## src/rtl/alu_arbiter.sv

```systemverilog
// Two-requester ALU front end: round-robin arbitration, one operation in flight,
// registered result held until the consumer takes it.
module alu_arbiter #(
    parameter int WIDTH = 16
) (
    input  logic             clk,
    input  logic             rst_n,
    input  logic             req0_valid,
    input  logic [2:0]       req0_op,
    input  logic [WIDTH-1:0] req0_a,
    input  logic [WIDTH-1:0] req0_b,
    input  logic             req1_valid,
    input  logic [2:0]       req1_op,
    input  logic [WIDTH-1:0] req1_a,
    input  logic [WIDTH-1:0] req1_b,
    output logic             req0_ready,
    output logic             req1_ready,
    output logic             rsp_valid,
    input  logic             rsp_ready,
    output logic             rsp_id,
    output logic [WIDTH-1:0] rsp_data,
    output logic             rsp_carry,
    output logic             rsp_err,
    output logic             busy
);

    localparam logic [1:0] S_IDLE = 2'd0;
    localparam logic [1:0] S_EXEC = 2'd1;
    localparam logic [1:0] S_RESP = 2'd2;

    localparam logic [2:0] OP_NOT = 3'b000;
    localparam logic [2:0] OP_AND = 3'b001;
    localparam logic [2:0] OP_OR  = 3'b010;
    localparam logic [2:0] OP_XOR = 3'b011;
    localparam logic [2:0] OP_ADD = 3'b100;
    localparam logic [2:0] OP_SUB = 3'b101;

    logic [1:0]       r_state;
    logic             r_lastGrant;
    logic [2:0]       r_op;
    logic [WIDTH-1:0] r_a;
    logic [WIDTH-1:0] r_b;
    logic             r_id;
    logic [WIDTH-1:0] r_data;
    logic             r_carry;
    logic             r_err;

    logic             w_idle;
    logic             w_grant1;
    logic             w_accept;
    logic [WIDTH:0]   w_sum;
    logic [WIDTH:0]   w_diff;
    logic [WIDTH-1:0] w_resData;
    logic             w_resCarry;
    logic             w_resErr;

    // Requester 1 wins when it is alone, or when both contend and 0 went last.
    assign w_idle     = (r_state == S_IDLE);
    assign w_grant1   = req1_valid && (!req0_valid || (r_lastGrant == 1'b0));
    assign w_accept   = w_idle && (req0_valid || req1_valid);
    assign req0_ready = rst_n && w_idle && req0_valid && !w_grant1;
    assign req1_ready = rst_n && w_idle && w_grant1;

    assign rsp_valid  = (r_state == S_RESP);
    assign busy       = !w_idle;
    assign rsp_id     = r_id;
    assign rsp_data   = r_data;
    assign rsp_carry  = r_carry;
    assign rsp_err    = r_err;

    // The extra top bit of the subtraction is the borrow (a < b unsigned).
    assign w_sum  = {1'b0, r_a} + {1'b0, r_b};
    assign w_diff = {1'b0, r_a} - {1'b0, r_b};

    always_comb begin
        w_resData  = '0;
        w_resCarry = 1'b0;
        w_resErr   = 1'b0;
        case (r_op)
            OP_NOT: w_resData = ~r_a;
            OP_AND: w_resData = r_a & r_b;
            OP_OR:  w_resData = r_a | r_b;
            OP_XOR: w_resData = r_a ^ r_b;
            OP_ADD: begin
                w_resData  = w_sum[WIDTH-1:0];
                w_resCarry = w_sum[WIDTH];
            end
            OP_SUB: begin
                w_resData  = w_diff[WIDTH-1:0];
                w_resCarry = w_diff[WIDTH];
            end
            default: w_resErr = 1'b1;
        endcase
    end

    always_ff @(posedge clk or negedge rst_n) begin
        if (!rst_n) begin
            r_state     <= S_IDLE;
            r_lastGrant <= 1'b1;
            r_op        <= '0;
            r_a         <= '0;
            r_b         <= '0;
            r_id        <= 1'b0;
            r_data      <= '0;
            r_carry     <= 1'b0;
            r_err       <= 1'b0;
        end else begin
            case (r_state)
                S_IDLE: begin
                    if (w_accept) begin
                        r_op        <= w_grant1 ? req1_op : req0_op;
                        r_a         <= w_grant1 ? req1_a  : req0_a;
                        r_b         <= w_grant1 ? req1_b  : req0_b;
                        r_id        <= w_grant1;
                        r_lastGrant <= w_grant1;
                        r_state     <= S_EXEC;
                    end
                end
                S_EXEC: begin
                    r_data  <= w_resData;
                    r_carry <= w_resCarry;
                    r_err   <= w_resErr;
                    r_state <= S_RESP;
                end
                S_RESP: begin
                    if (rsp_ready) begin
                        r_state <= S_IDLE;
                    end
                end
                default: r_state <= S_IDLE;
            endcase
        end
    end

endmodule

```

## config.mk

```make
export PLATFORM = sky130hd
export DESIGN_NAME = alu_arbiter
export DESIGN_NICKNAME = d
export VERILOG_FILES = /design/src/rtl/alu_arbiter.sv
export SDC_FILE = /design/constraint.sdc
export NUM_CORES = 1
export LEC_CHECK = 0
export ABC_AREA = 1
export CORE_MARGIN = 2
export CORE_UTILIZATION = 31
export DETAILED_ROUTE_END_ITERATION = 6
export GPL_TIMING_DRIVEN = 0
export SYNTH_ARGS = -nofsm -noshare
export SYNTH_HDL_FRONTEND = slang
export SYNTH_SLANG_ARGS = --single-unit
```

## constraint.sdc

```tcl
create_clock -name clk -period 2.3 [get_ports clk]
set_input_delay 0.46 -clock clk [delete_from_list [all_inputs] [get_ports clk]]
set_output_delay 0.46 -clock clk [all_outputs]
set_load 0.01 [all_outputs]
```

Word-level counts from Yosys, hierarchy flattened
Index checks and enable logic that the tools add are counted.
{"block": "classes", "bitwise": 5, "n_reduce_logical": 16, "addsub": 2, "n_mux": 9, "n_eq_ne": 9}
{"op": "$pmux 16 s6", "count": 1}
{"op": "$mux 16", "count": 2}
{"op": "$add 16x16->17", "count": 1}
{"op": "$sub 16x16->17", "count": 1}
{"op": "$and 16x16->16", "count": 1}
{"op": "$not 16->16", "count": 1}
{"op": "$or 16x16->16", "count": 1}
{"op": "$xor 16x16->16", "count": 1}
{"op": "$eq 3x2->1 const B", "count": 2}
{"op": "$eq 3x3->1 const B", "count": 2}
{"op": "$logic_and 1x1->1", "count": 6}
{"op": "$pmux 2 s3", "count": 1}
{"op": "$reduce_or 6->1", "count": 1}
{"op": "$mux 2", "count": 2}
{"op": "$ne 2x1->1 const B", "count": 2}
{"op": "$reduce_and 2->1", "count": 2}
{"op": "$eq 3x1->1 const B", "count": 1}
{"op": "$logic_not 1->1", "count": 3}
{"op": "$logic_not 3->1", "count": 1}
{"op": "$mux 3", "count": 1}
{"op": "$eq 2x1->1 const B", "count": 1}
{"op": "$eq 2x2->1 const B", "count": 1}
{"op": "$logic_not 2->1", "count": 1}
{"op": "$logic_or 1x1->1", "count": 2}
{"op": "3 further kinds", "count": 3}
{"block": "word_totals", "regBits": 57, "elab_cells": 50, "output_inout_bits": 23}

Depth between registers and ports, before layout
Gate-level depths: netlist of the first run.
{"block": "logic_depth", "depth_word": 5, "mapped_depth": 15, "mapped_depth_nobuf": 14}

Worst setup path after synthesis of the first run
OpenSTA, ideal clock, no wires.
{"block": "synth_timing", "path_kind": "flip-flop to output port", "startpoint": "register r_lastGrant", "endpoint": "output req0_ready", "t_arrival_ps": 1396, "stages_incl_launch_ff": 6, "required_ps": 1840, "path_slack_ps": 444, "path_cell_list": "dfstp_2 nand2_1 nand2_1 inv_1 clkbuf_1 nor3b_1"}
{"block": "synth_via", "elab_chain_cells": 5}
{"item": "start, declared", "line": "39", "source": "logic r_lastGrant;"}
{"item": "start signal, assigned", "line": "115", "source": "r_lastGrant <= w_grant1;"}
{"item": "$not 1->1", "line": "59", "source": "assign w_grant1 = req1_valid && (!req0_valid || (r_lastGrant == 1'b0));"}
{"item": "$logic_or 1x1->1", "line": "59"}
{"item": "$logic_and 1x1->1", "line": "59"}
{"item": "$logic_not 1->1", "line": "61", "source": "assign req0_ready = rst_n && w_idle && req0_valid && !w_grant1;"}
{"item": "$logic_and 1x1->1", "line": "61"}
{"item": "end, declared", "line": "16", "source": "output logic req0_ready,"}
No other way between the ends.

Worst setup path in the final report of the first run
{"block": "layout_timing", "startpoint": "input req0_valid", "endpoint": "output req0_ready"}
{"block": "layout_via", "elab_chain_cells": 5}
{"item": "start, declared", "line": "8", "source": "input logic req0_valid,"}
{"item": "$logic_not 1->1", "line": "59"}
{"item": "$logic_or 1x1->1", "line": "59"}
{"item": "$logic_and 1x1->1", "line": "59"}
{"item": "$logic_not 1->1", "line": "61"}
{"item": "$logic_and 1x1->1 (*)", "line": "61"}
Mark *: on every way between the ends. The rest lies on a longest branch, timed or not.

==> key figures, run 1 <==
Layout
  • Final Non-Filler Cells: 1124
  • Antenna cells: 0
  • Register area: 1430 um^2
  • Area grow syn2layout: 31.6%
  • Final net count: 1028
  • Filler cells: roughly 1800
  • Share of cells above drive strength 1: 6.61%
  • Post-layout util: 42.1%
  • Multi-input combinational cell area: 3070 um^2

Timing
  • Max-slew violations: 0
  • Final setup viols: 0
  • Crit share post-route: 97.8%
  • Maximum clock frequency: 0.445 GHz
  • Fin. Hold Viols: 0
  • TNS Setup: 0 ps
  • Worst slew pin tran: 694 ps
  • Final Skew: roughly 5.3 ps
  • Final min period: 2250 ps
  • RSZ-0062 raised after global routing: false
  • Slew margin rel.: 53.7%
  • Worst setup margin: 51.1 ps

Setup path
  • WS Path Type: in2out
  • Worst reg2reg path depth: 11
  • Crit. End Element: output port
  • Critical path, cell by cell: clkdlybuf4s50_1 > nand2_2 > nand2_4 > clkinvlp_4 > buf_8 > nor3b_1 > buf_2
  • Crit path buf inv count: 4
  • Crit start category: input pin
  • Crit Path Max Fanout: 10
  • CP max stage cell: clkdlybuf4s50_1
  • CP delay by family, top: buffers and inverters
  • WP data required: 1840 ps
  • Critical path depth: 7
  • CP max stage delay: 510 ps
  • Crit path DAT: 1790 ps

Hold path
  • Worst Hold Class: in2async

Pwr
  • Sequential Power Share: 16.6%
  • Int Pwr: 5.16 mW
  • Leak: 3.38 nW
  • Psw: 6.04 mW
  • Clock power frac: approximately 12%
  • Total power: between 10 and 15 mW
  • Peak VDD IR: 0.000581 V
  • Switching share of power: 53.9%
  • PD cells: about 1700 nW/um^2
  • Combinational power share: 71.0%

Synthesis
  • #FFs+latches synth: 57
  • Synth Warn #: 0
  • Yosys top cell by area: dfrtp_1
  • Netlist cell types: 35
  • Mapped Cells: 790
  • Register area share after synthesis: 27.9%
  • Syn Area/Cell: 6.48 um^2
  • Top cells by area, synth: dfrtp_1 27%, nand2_1 16%, ha_1 12%
  • Syn Nets: 915
  • Post-Syn Area: 5120 um^2
  • Top-area cell type share of the netlist area: 27.4%

Drt
  • Post-route DRC: 0
  • Antenna-violating nets left: 0
  • Via count: 5558
  • Final WL: approximately 17000 um
  • DR WL/cell: 15.3 um
  • Vias per inst: about 5
  • DRT iter0 DRCs: 462
  • DR pass1 iterations: 5

Placed design
  • Cell Count Post-Placement: 1104
  • PortBufs: between 90 and 100
  • DP Worst Slack: -880 ps
  • Detailed Place HPWL: 13900 um
  • Gpl congestion: between 0.9 and 1

Clocking
  • Clk root buf: clkbuf_16
  • Hold Buf Count CTS: 0
  • Num CTS Buffers: 9
  • Clock H-tree levels: 3
  • Clock Tree Buf Depth: 2
  • Clock Latency Late Sink: 330 ps
  • Sink Count: 57
  • CTS tree: yes
  • Worst-path clk slew: 60 ps

Floorplan
  • Core Footprint: 16000 um^2
  • Ports: about 100
  • Die Height: between 100 and 150 um
  • Die width: 133 um
  • Row Count: 46
  • Initial Utilization: 32.0%
  • DIE AREA: 17600 um^2

Flow run
  • Max-cap violations: 0

GRT
  • Initial antenna violation count: 0
  • First-pass GRT wire length: between 20000 and 30000 um
  • Vias in the first global route: roughly 5300
  • Largest net degree at the start of global routing: 41
  • GRT Util Overall: 20.0%
  • GRT Residual Overflow: 0

Run status
  • Status: completed
-- kinds of logic after synthesis --
logic type	Yosys count	share of synthesized area (%)
and+or+nand+nor	380	30.3
buffers and inverters	155	12.6
AOI/OAI and AO/OA	148	16.8
DFF	57	27.9
adders and majority gates	50	12.5
-- Yosys cell counts, drive strengths merged --
| master | n |
|---|---|
| nand4 | 8 |
| nor3b | 1 |
| nor2 | 83 |
| o21bai | 3 |
| fa | 2 |
| and3 | 1 |
| o221ai | 2 |
| o21ai | 51 |
| a31o | 1 |
| o2111ai | 1 |
| buf | 18 |
| a21oi | 31 |
| o31ai | 1 |
| clkbuf | 14 |
| inv | 122 |
| nand2 | 213 |
| ha | 48 |
| a211oi | 2 |
| dfrtp | 56 |
| dfstp | 1 |
| o22ai | 54 |
| o211ai | 1 |
| nor3 | 8 |
| a21o | 1 |
| clkinv | 1 |
| nand3 | 66 |
-- final timing paths --
path                        startpoint           end  slack (ps)
max                         req0_valid    req0_ready          50
min                              rst_n       rsp_err          90
max reg2reg                    r_a[14]  rsp_data[15]         200
min reg2reg                r_lastGrant   r_lastGrant         470
max in group asynchronous        rst_n   r_lastGrant        1580
min in group clk           r_lastGrant   r_lastGrant         470
-- routing by layer --
layer	up-vias	part of all wire, %	track usage, %
met1	2560	47	28.0
met4	0	1.5	5.26
met2	195	45	32.2
li1	2789	-	-
met5	-	0	0
met3	14	6.4	3.03
-- registers in the layout, indices dropped and copies added, names as in the netlist --
name and flops:
rsp_id 1, r_a 16, rsp_err 1, rsp_data 16, rsp_carry 1, r_lastGrant 1, r_b 16, r_op 3
r_state 2
-- power groups by stage --
stage	combinational (mW)	sequential (mW)	clock (mW)
after floorplan	5.39	1.86	0
after global placement	7.71	1.87	0
after detailed placement	7.73	1.88	0
after CTS	7.79	1.86	1.39
after global routing	8.96	1.94	1.43
final	7.96	1.86	1.38
-- worst register-to-register path, stage by stage, from the launching register on --
cell and delay (ps):
dfrtp_1 400, inv_1 90, ha_1 430, inv_1 210
a21oi_1 220, nand2_1 70, a21oi_1 160, nand3_1 100
nand3_1 90, nand3_1 100, nand2_1 90, nand2_1 50
-- per-stage QoR --
step | cell area, um^2 | hold WS, ps
after floorplan | 5120 | 164
after global placement | 6360 | 454
after detailed placement | 6380 | 453
after CTS | 6710 | 105
after global routing | 6740 | 129
final | 6740 | 85.2
-- layout make-up --
class                   instances  area share (%)
well taps                     216            4.01
inverters                     123            6.90
plain buffers                  32            2.95
flip-flops and latches         57            21.2
multi-input cells             578            45.6
clock buffers                  11            3.60
clock inverters                 5           0.816
repair buffers                102            15.0
-- cell usage in the layout (no fill, tap or decap), types with 8 or more instances in the layout --
| cell | n |
|---|---|
| nor2_1 | 80 |
| a21oi_1 | 29 |
| dfrtp_1 | 55 |
| inv_1 | 118 |
| clkdlybuf4s50_1 | 94 |
| nand2_1 | 209 |
| nand4_1 | 8 |
| buf_2 | 10 |
| buf_4 | 10 |
| o21ai_0 | 50 |
| nor3_1 | 8 |
| clkbuf_16 | 9 |
| o22ai_1 | 54 |
| clkbuf_1 | 12 |
| nand3_1 | 65 |
| ha_1 | 48 |
-- what timing repair did --
action | 4_1_cts | 5_1_grt
endpoints found under the setup margin | 2 | 7
setup buffers | 2 | 2
endpoints found under the hold margin | 0 | 0
gates cloned | 0 | 0
pin swaps | 1 | 1
resized for setup | 13 | 7
No activity file was read; power rests on OpenSTA's default activity.
==> run 2, diff against run 1 <==
--- a/config.mk
+++ b/config.mk
@@ -6,8 +6,11 @@
 export NUM_CORES = 1
 export LEC_CHECK = 0
 export ABC_AREA = 1
+export CAP_MARGIN = 20
+export CORE_ASPECT_RATIO = 0.75
 export CORE_MARGIN = 2
 export CORE_UTILIZATION = 31
+export CTS_CLUSTER_DIAMETER = 60
 export DETAILED_ROUTE_END_ITERATION = 6
 export GPL_TIMING_DRIVEN = 0
 export SYNTH_ARGS = -nofsm -noshare
==> run 2 against run 1 <==
Net effect:
- flip-flop and latch count did not move
- clock skew rose by 8.9 ps
- critical endpoint is now req1_ready
- wire length rose by 2.1%
- sequential share of layout area barely moved
- largest power group unchanged
==> key figures, run 2 (same netlist as run 1, synthesis figures left out) <==
Pwr
  • Sequential Power Share: 16.5% (was 16.6%)
  • Peak VDD IR: 0.000533 V (was 0.000581 V)
  • Leak: 3.37 nW (was 3.38 nW)
  • PD cells: 1680 nW/um^2 (was 1660 nW/um^2)
  • Psw: 6.09 mW (was 6.04 mW)
  • Int Pwr: 5.21 mW (was 5.16 mW)
  • Combinational power share: 70.7% (was 71.0%)
  • Clock power frac: 12.8% (was 12.3%)
  • Switching share of power: 53.9% (about the same)

Setup path
  • Crit path DAT: 1780 ps (was 1790 ps)
  • Crit start category: input pin (unchanged)
  • Reg-to-Reg Start: r_a[13] (was r_a[14])
  • WS Path Type: in2out (unchanged)
  • WP data required: 1840 ps (about the same)
  • Crit Path Max Fanout: 10 (unchanged)
  • Critical path, cell by cell: clkdlybuf4s50_1 > nand2_1 > nand2_4 > clkbuf_4 > nor2_1 > dlygate4sd2_1 (was clkdlybuf4s50_1 > nand2_2 > nand2_4 > clkinvlp_4 > buf_8 > nor3b_1 > buf_2)
  • CP max stage cell: clkdlybuf4s50_1 (unchanged)
  • Critical R2R Capture: rsp_carry (was rsp_data[15])
  • Worst reg2reg path depth: 9 (was 11)
  • R2R Setup Slk: 110 ps (was 200 ps)
  • Crit. End Element: output port (unchanged)
  • CP max stage delay: 500 ps (was 510 ps)

GRT
  • Vias in the first global route: 5234 (was 5282)
  • GR Layer Usage met1: 31.3% (was 28.0%)
  • GRT met3 Usage: 4.33% (was 3.03%)
  • Most used routing layer: met1 (was met2)
  • GRT Util Overall: 20.6% (was 20.0%)
  • Initial antenna violation count: 0 (unchanged)
  • Met2 Use GR: 29.4% (was 32.2%)
  • First-pass GRT wire length: 28300 um (was 27900 um)
  • GRT Residual Overflow: 0 (unchanged)
  • Largest net degree at the start of global routing: 40 (was 41)

Layout
  • Share of cells above drive strength 1: 5.96% (was 6.61%)
  • Antenna cells: 0 (unchanged)
  • Area grow syn2layout: 31.2% (was 31.6%)
  • Post-layout util: 41.7% (was 42.1%)
  • Final net count: 1026 (was 1028)
  • Most frequent cells in the layout: 211 x nand2_1, 117 x inv_1, 94 x clkdlybuf4s50_1 (was 209 x nand2_1, 118 x inv_1, 94 x clkdlybuf4s50_1)
  • Commonest non-fill, non-tap cell in the layout: nand2_1 (unchanged)
  • Final Non-Filler Cells: 1116 (was 1124)

Timing
  • Final setup viols: 0 (unchanged)
  • Final Skew: 14.1 ps (was 5.27 ps)
  • Fin. Hold Viols: 0 (unchanged)
  • TNS Setup: 0 ps (unchanged)
  • Final min period: 2240 ps (was 2250 ps)
  • Maximum clock frequency: 0.447 GHz (was 0.445 GHz)
  • RSZ-0062 raised after global routing: false (unchanged)
  • Worst slew pin tran: 623 ps (was 694 ps)
  • Crit share post-route: 97.2% (was 97.8%)
  • Max-slew violations: 0 (unchanged)
  • Slew margin rel.: 58.4% (was 53.7%)

Placed design
  • Detailed Place HPWL: 14500 um (was 13900 um)
  • Gpl congestion: 0.934 (was 0.947)
  • Cell Count Post-Placement: 1098 (was 1104)
  • PortBufs: 97 (unchanged)

Drt
  • DR pass1 iterations: 5 (unchanged)
  • Final WL: 17600 um (was 17300 um)
  • DRT iter0 DRCs: 375 (was 462)
  • Vias per inst: 4.85 (was 4.94)
  • Post-route DRC: 0 (unchanged)
  • Antenna-violating nets left: 0 (unchanged)
  • DR WL/cell: 15.8 um (was 15.3 um)
  • Via count: 5412 (was 5558)

Floorplan
  • Initial Utilization: 31.8% (was 32.0%)
  • Die width: 152 um (was 133 um)
  • Row Count: 40 (was 46)
  • Die Height: 115 um (was 133 um)
  • Ports: 98 (unchanged)
  • Core Footprint: 16100 um^2 (was 16000 um^2)
  • DIE AREA: 17600 um^2 (about the same)

Clocking
  • CTS tree: yes (unchanged)
  • Worst-path clk slew: 60 ps (about the same)
  • Num CTS Buffers: 9 (unchanged)
  • Clock Latency Late Sink: 350 ps (was 330 ps)
  • Clock Tree Buf Depth: 2 (unchanged)
  • Clk root buf: clkbuf_16 (unchanged)
  • Sink Count: 57 (unchanged)
  • Clock H-tree levels: 3 (unchanged)

Run status
  • Status: completed (unchanged)

Hold path
  • Worst Hold Class: in2async (unchanged)

Flow run
  • Max-cap violations: 0 (unchanged)
run 2: changes by cell type in the layout (fill, tap and decap cells not counted), sizes merged:
cell	delta
bufinv	+1
buf	-3
clkbuf	+1
clkinv	-1
run 2: worst max-delay path by stage:
| stage | cells past startpoint | startpoint | slack [ps] | end |
|---|---|---|---|---|
| 2_1_floorplan | 5 | r_lastGrant | 440 | req0_ready |
| 3_3_place_gp | 4 | rst_n | -2160 | req0_ready |
| 3_5_place_dp | 7 | req0_valid | -820 | req0_ready |
| 4_1_cts | 6 | req0_valid | 8 | req0_ready |
| 5_1_grt | 13 | r_a[9] | 0.002 | rsp_carry |
| 6_report | 6 | req0_valid | 60 | req1_ready |
run 2: per-layer routing:
layer  part of all wire (%)  wire [um]
met4                    1.1        187
met1                     52       9240
met3                    7.1       1250
met2                     39       6930
met5                      0          0
run 2: through the flow:
step                hold slack, ps  area [um^2]  setup slack [ps]  total power, mW
CTS                           97.1         6700              7.55             11.2
global placement               458         6360             -2160             9.65
global route                  61.5         6720           0.00178             12.4
detailed placement             458         6370              -818             9.71
finish                        29.4         6720              64.8             11.3
floorplan                      164         5120               444             7.25
run 2: what timing repair did:
| action | in CTS | in global routing |
|---|---|---|
| buffers inserted | 1 | 2 |
| resized for setup | 10 | 5 |
| hold buffers | 0 | 0 |
| endpoints found under the setup margin | 2 | 3 |
| pin swaps | 0 | 1 |
run 2: area by class of cell:
type / count / area (um^2)
Fill cell: 1725 / 9390
Clock buffer: 11 / 233
Sequential cell: 57 / 1430
Timing Repair Buffer: 101 / 1000
Multi-Input combinational cell: 578 / 3060
Tap cell: 210 / 263
Inverter: 123 / 465
Clock inverter: 5 / 80.1
Buffer: 31 / 184
run 2: power groups by stage:
stage | Clock (mW) | Combinational, mW | Sequential (mW)
detailed placement | 0 | 7.83 | 1.88
global route | 1.51 | 8.98 | 1.93
global placement | 0 | 7.78 | 1.87
finish | 1.44 | 7.99 | 1.87
floorplan | 0 | 5.39 | 1.86
CTS | 1.46 | 7.87 | 1.87
run 2: worst max-delay path, delay by kind of cell:
family / cells / cell delay (ps)
simple gates: 3 / 310
buf+inv: 3 / 1010
==> run 3, diff against run 2 <==
--- a/config.mk
+++ b/config.mk
@@ -7,12 +7,10 @@
 export LEC_CHECK = 0
 export ABC_AREA = 1
 export CAP_MARGIN = 20
-export CORE_ASPECT_RATIO = 0.75
 export CORE_MARGIN = 2
 export CORE_UTILIZATION = 31
 export CTS_CLUSTER_DIAMETER = 60
 export DETAILED_ROUTE_END_ITERATION = 6
-export GPL_TIMING_DRIVEN = 0
 export SYNTH_ARGS = -nofsm -noshare
 export SYNTH_HDL_FRONTEND = slang
 export SYNTH_SLANG_ARGS = --single-unit
==> run 3 against run 2 <==
Net effect:
- sequential share of layout area up 0.33 points
- cell area shrank 1.5%
- largest power group unchanged
- clock power shrank 14%
- maximum frequency is 0.35% lower
- global-route usage is 2.4 points lower
- hold slack better by 320 ps
- non-clock buffer count is 18 lower
- via count decreased by 1.7%
- total power is 4.1% lower
==> key figures, run 3 (same netlist as run 1, synthesis figures left out) <==
Run status
  • Status: completed (unchanged)

Layout
  • Commonest non-fill, non-tap cell in the layout: nand2_1 (unchanged)
  • Post-layout util: 41.4% (was 41.7%)
  • Antenna cells: 0 (unchanged)
  • Final design area excluding fillers: 6620 um^2 (was 6720 um^2)
  • Area grow syn2layout: 29.2% (was 31.2%)
  • Most frequent cells in the layout: 212 x nand2_1, 118 x inv_1, 95 x clkdlybuf4s50_1 (was 211 x nand2_1, 117 x inv_1, 94 x clkdlybuf4s50_1)
  • Share of cells above drive strength 1: 6.31% (was 5.96%)
  • Final net count: 1008 (was 1026)

Placed design
  • Placed Area: 6300 um^2 (was 6370 um^2)
  • DP Worst Slack: -40.0 ps (was -818 ps)
  • PortBufs: 97 (unchanged)
  • Detailed Place HPWL: 12200 um (was 14500 um)
  • Gpl congestion: 0.970 (was 0.934)

Setup path
  • WP data required: 1840 ps (about the same)
  • Crit start category: input pin (unchanged)
  • R2R Setup Slk: 200 ps (was 110 ps)
  • Reg-to-Reg Start: r_b[0] (was r_a[13])
  • Worst reg2reg path depth: 13 (was 9)
  • CP max stage cell: clkdlybuf4s50_1 (unchanged)
  • CP delay by family, top: buffers and inverters (unchanged)
  • WS Path Type: in2out (unchanged)
  • Crit path DAT: 1780 ps (about the same)
  • Critical path depth: 6 (unchanged)
  • Critical path, cell by cell: clkdlybuf4s50_1 > nand2_1 > nand2_1 > buf_4 > nor2_1 > clkdlybuf4s50_1 (was clkdlybuf4s50_1 > nand2_1 > nand2_4 > clkbuf_4 > nor2_1 > dlygate4sd2_1)
  • Crit Path Max Fanout: 3 (was 10)
  • CP Capture Point: req1_ready (unchanged)
  • Crit path buf inv count: 3 (unchanged)
  • CP max stage delay: 540 ps (was 500 ps)
  • Critical R2R Capture: rsp_data[12] (was rsp_carry)
  • Crit. End Element: output port (unchanged)
  • CP startpoint: req0_valid (unchanged)

Timing
  • Fin. Hold Viols: 0 (unchanged)
  • Maximum clock frequency: 0.446 GHz (was 0.447 GHz)
  • Max-slew violations: 0 (unchanged)
  • RSZ-0062 raised after global routing: true (was false)
  • Final Skew: 7.11 ps (was 14.1 ps)
  • Final min period: 2240 ps (about the same)
  • Crit share post-route: 97.5% (was 97.2%)
  • Final setup viols: 0 (unchanged)
  • Worst slew pin tran: 711 ps (was 623 ps)
  • Worst setup margin: 56.9 ps (was 64.8 ps)
  • Minimum hold slack: 347 ps (was 29.4 ps)
  • Slew margin rel.: 52.6% (was 58.4%)

GRT
  • First-pass GRT wire length: 25700 um (was 28300 um)
  • GRT Residual Overflow: 0 (unchanged)
  • Largest net degree at the start of global routing: 72 (was 40)
  • Vias in the first global route: 5121 (was 5234)
  • GRT Util Overall: 18.2% (was 20.6%)
  • Initial antenna violation count: 0 (unchanged)

Drt
  • Vias per inst: 4.82 (was 4.85)
  • Antenna-violating nets left: 0 (unchanged)
  • DR pass1 iterations: 5 (unchanged)
  • Final WL: 15500 um (was 17600 um)
  • Via count: 5318 (was 5412)
  • DRT iter0 DRCs: 356 (was 375)
  • Post-route DRC: 0 (unchanged)
  • DR WL/cell: 14.0 um (was 15.8 um)

Floorplan
  • Row Count: 46 (was 40)
  • Die Height: 133 um (was 115 um)
  • Core Footprint: 16000 um^2 (was 16100 um^2)
  • Initial Utilization: 32.0% (was 31.8%)
  • Die width: 133 um (was 152 um)
  • Ports: 98 (unchanged)
  • DIE AREA: 17600 um^2 (about the same)

Pwr
  • Leak: 3.31 nW (was 3.37 nW)
  • Peak VDD IR: 0.000517 V (was 0.000533 V)
  • PD cells: 1640 nW/um^2 (was 1680 nW/um^2)
  • Total power: 10.8 mW (was 11.3 mW)

Clocking
  • CTS tree: yes (unchanged)
  • Clock Latency Late Sink: 330 ps (was 350 ps)
  • Sink Count: 57 (unchanged)
  • Clock H-tree levels: 3 (unchanged)
  • Worst-path clk slew: 50 ps (was 60 ps)
  • Num CTS Buffers: 9 (unchanged)
  • Clock Tree Buf Depth: 2 (unchanged)
  • Clk root buf: clkbuf_16 (unchanged)

Hold path
  • Worst Hold Class: in2async (unchanged)

Flow run
  • Max-cap violations: 0 (unchanged)
-- run 3: worst register-to-register path, cell delays in order, from the launching register on --
cell and delay (ps):
dfrtp_1 380, ha_1 180, inv_1 80, fa_1 380
inv_1 120, nand3_1 90, nand3_1 140, nand3_1 170
nand3_1 140, nand2_1 60, nand3_1 60, nand3_1 80
nand2_1 70, nand2_1 50
-- run 3: final cells by class --
cell class                 instances  area [um^2]
clock buffer                      11          243
clock inverter                     5         31.3
fill                            1751         9380
inverter                         123          462
multi-input combinational        578         3090
sequential                        57         1430
tap                              216          270
timing repair buffer             114         1090
-- run 3: how the worst min path moves through the flow --
stage / slack [ps] / to / cells past startpoint / start
3_3_place_gp: 450 / rsp_id / 2 / rsp_id
4_1_cts: 400 / r_a[3] / 2 / rst_n
3_5_place_dp: 460 / rsp_id / 2 / rsp_id
6_report: 350 / r_b[2] / 2 / rst_n
5_1_grt: 440 / r_a[3] / 2 / rst_n
2_1_floorplan: 160 / r_a[0] / 0 / rst_n
-- run 3: metal layers --
layer	up-vias	track usage, %	share of wire (%)
li1	2751	-	-
met1	2394	26.4	50
met2	151	27.4	43
met3	22	2.38	5.0
met4	0	6.93	2.1
met5	-	0	0
-- run 3: power by group --
group | total, mW | internal, mW | switching (mW)
Clock | 1.24 | 0.753 | 0.487
Combinational | 7.74 | 2.77 | 4.97
Sequential | 1.86 | 1.51 | 0.352
Total | 10.8 | 5.02 | 5.81
-- run 3: timing repair --
item / 4_1_cts / 5_1_grt
endpoints found under the setup margin: 1 / 9
gates resized for setup: 2 / 14
buffers inserted: 0 / 0
hold endpoints to repair: 0 / 0
hold buffers: 0 / 0
-- run 3: through the flow --
step,setup TNS (ps),std cells
global route,-21.2,1104
floorplan,0,790
finish,0,1104
detailed placement,-40.0,1088
CTS,0,1104
global placement,-15.1,1088
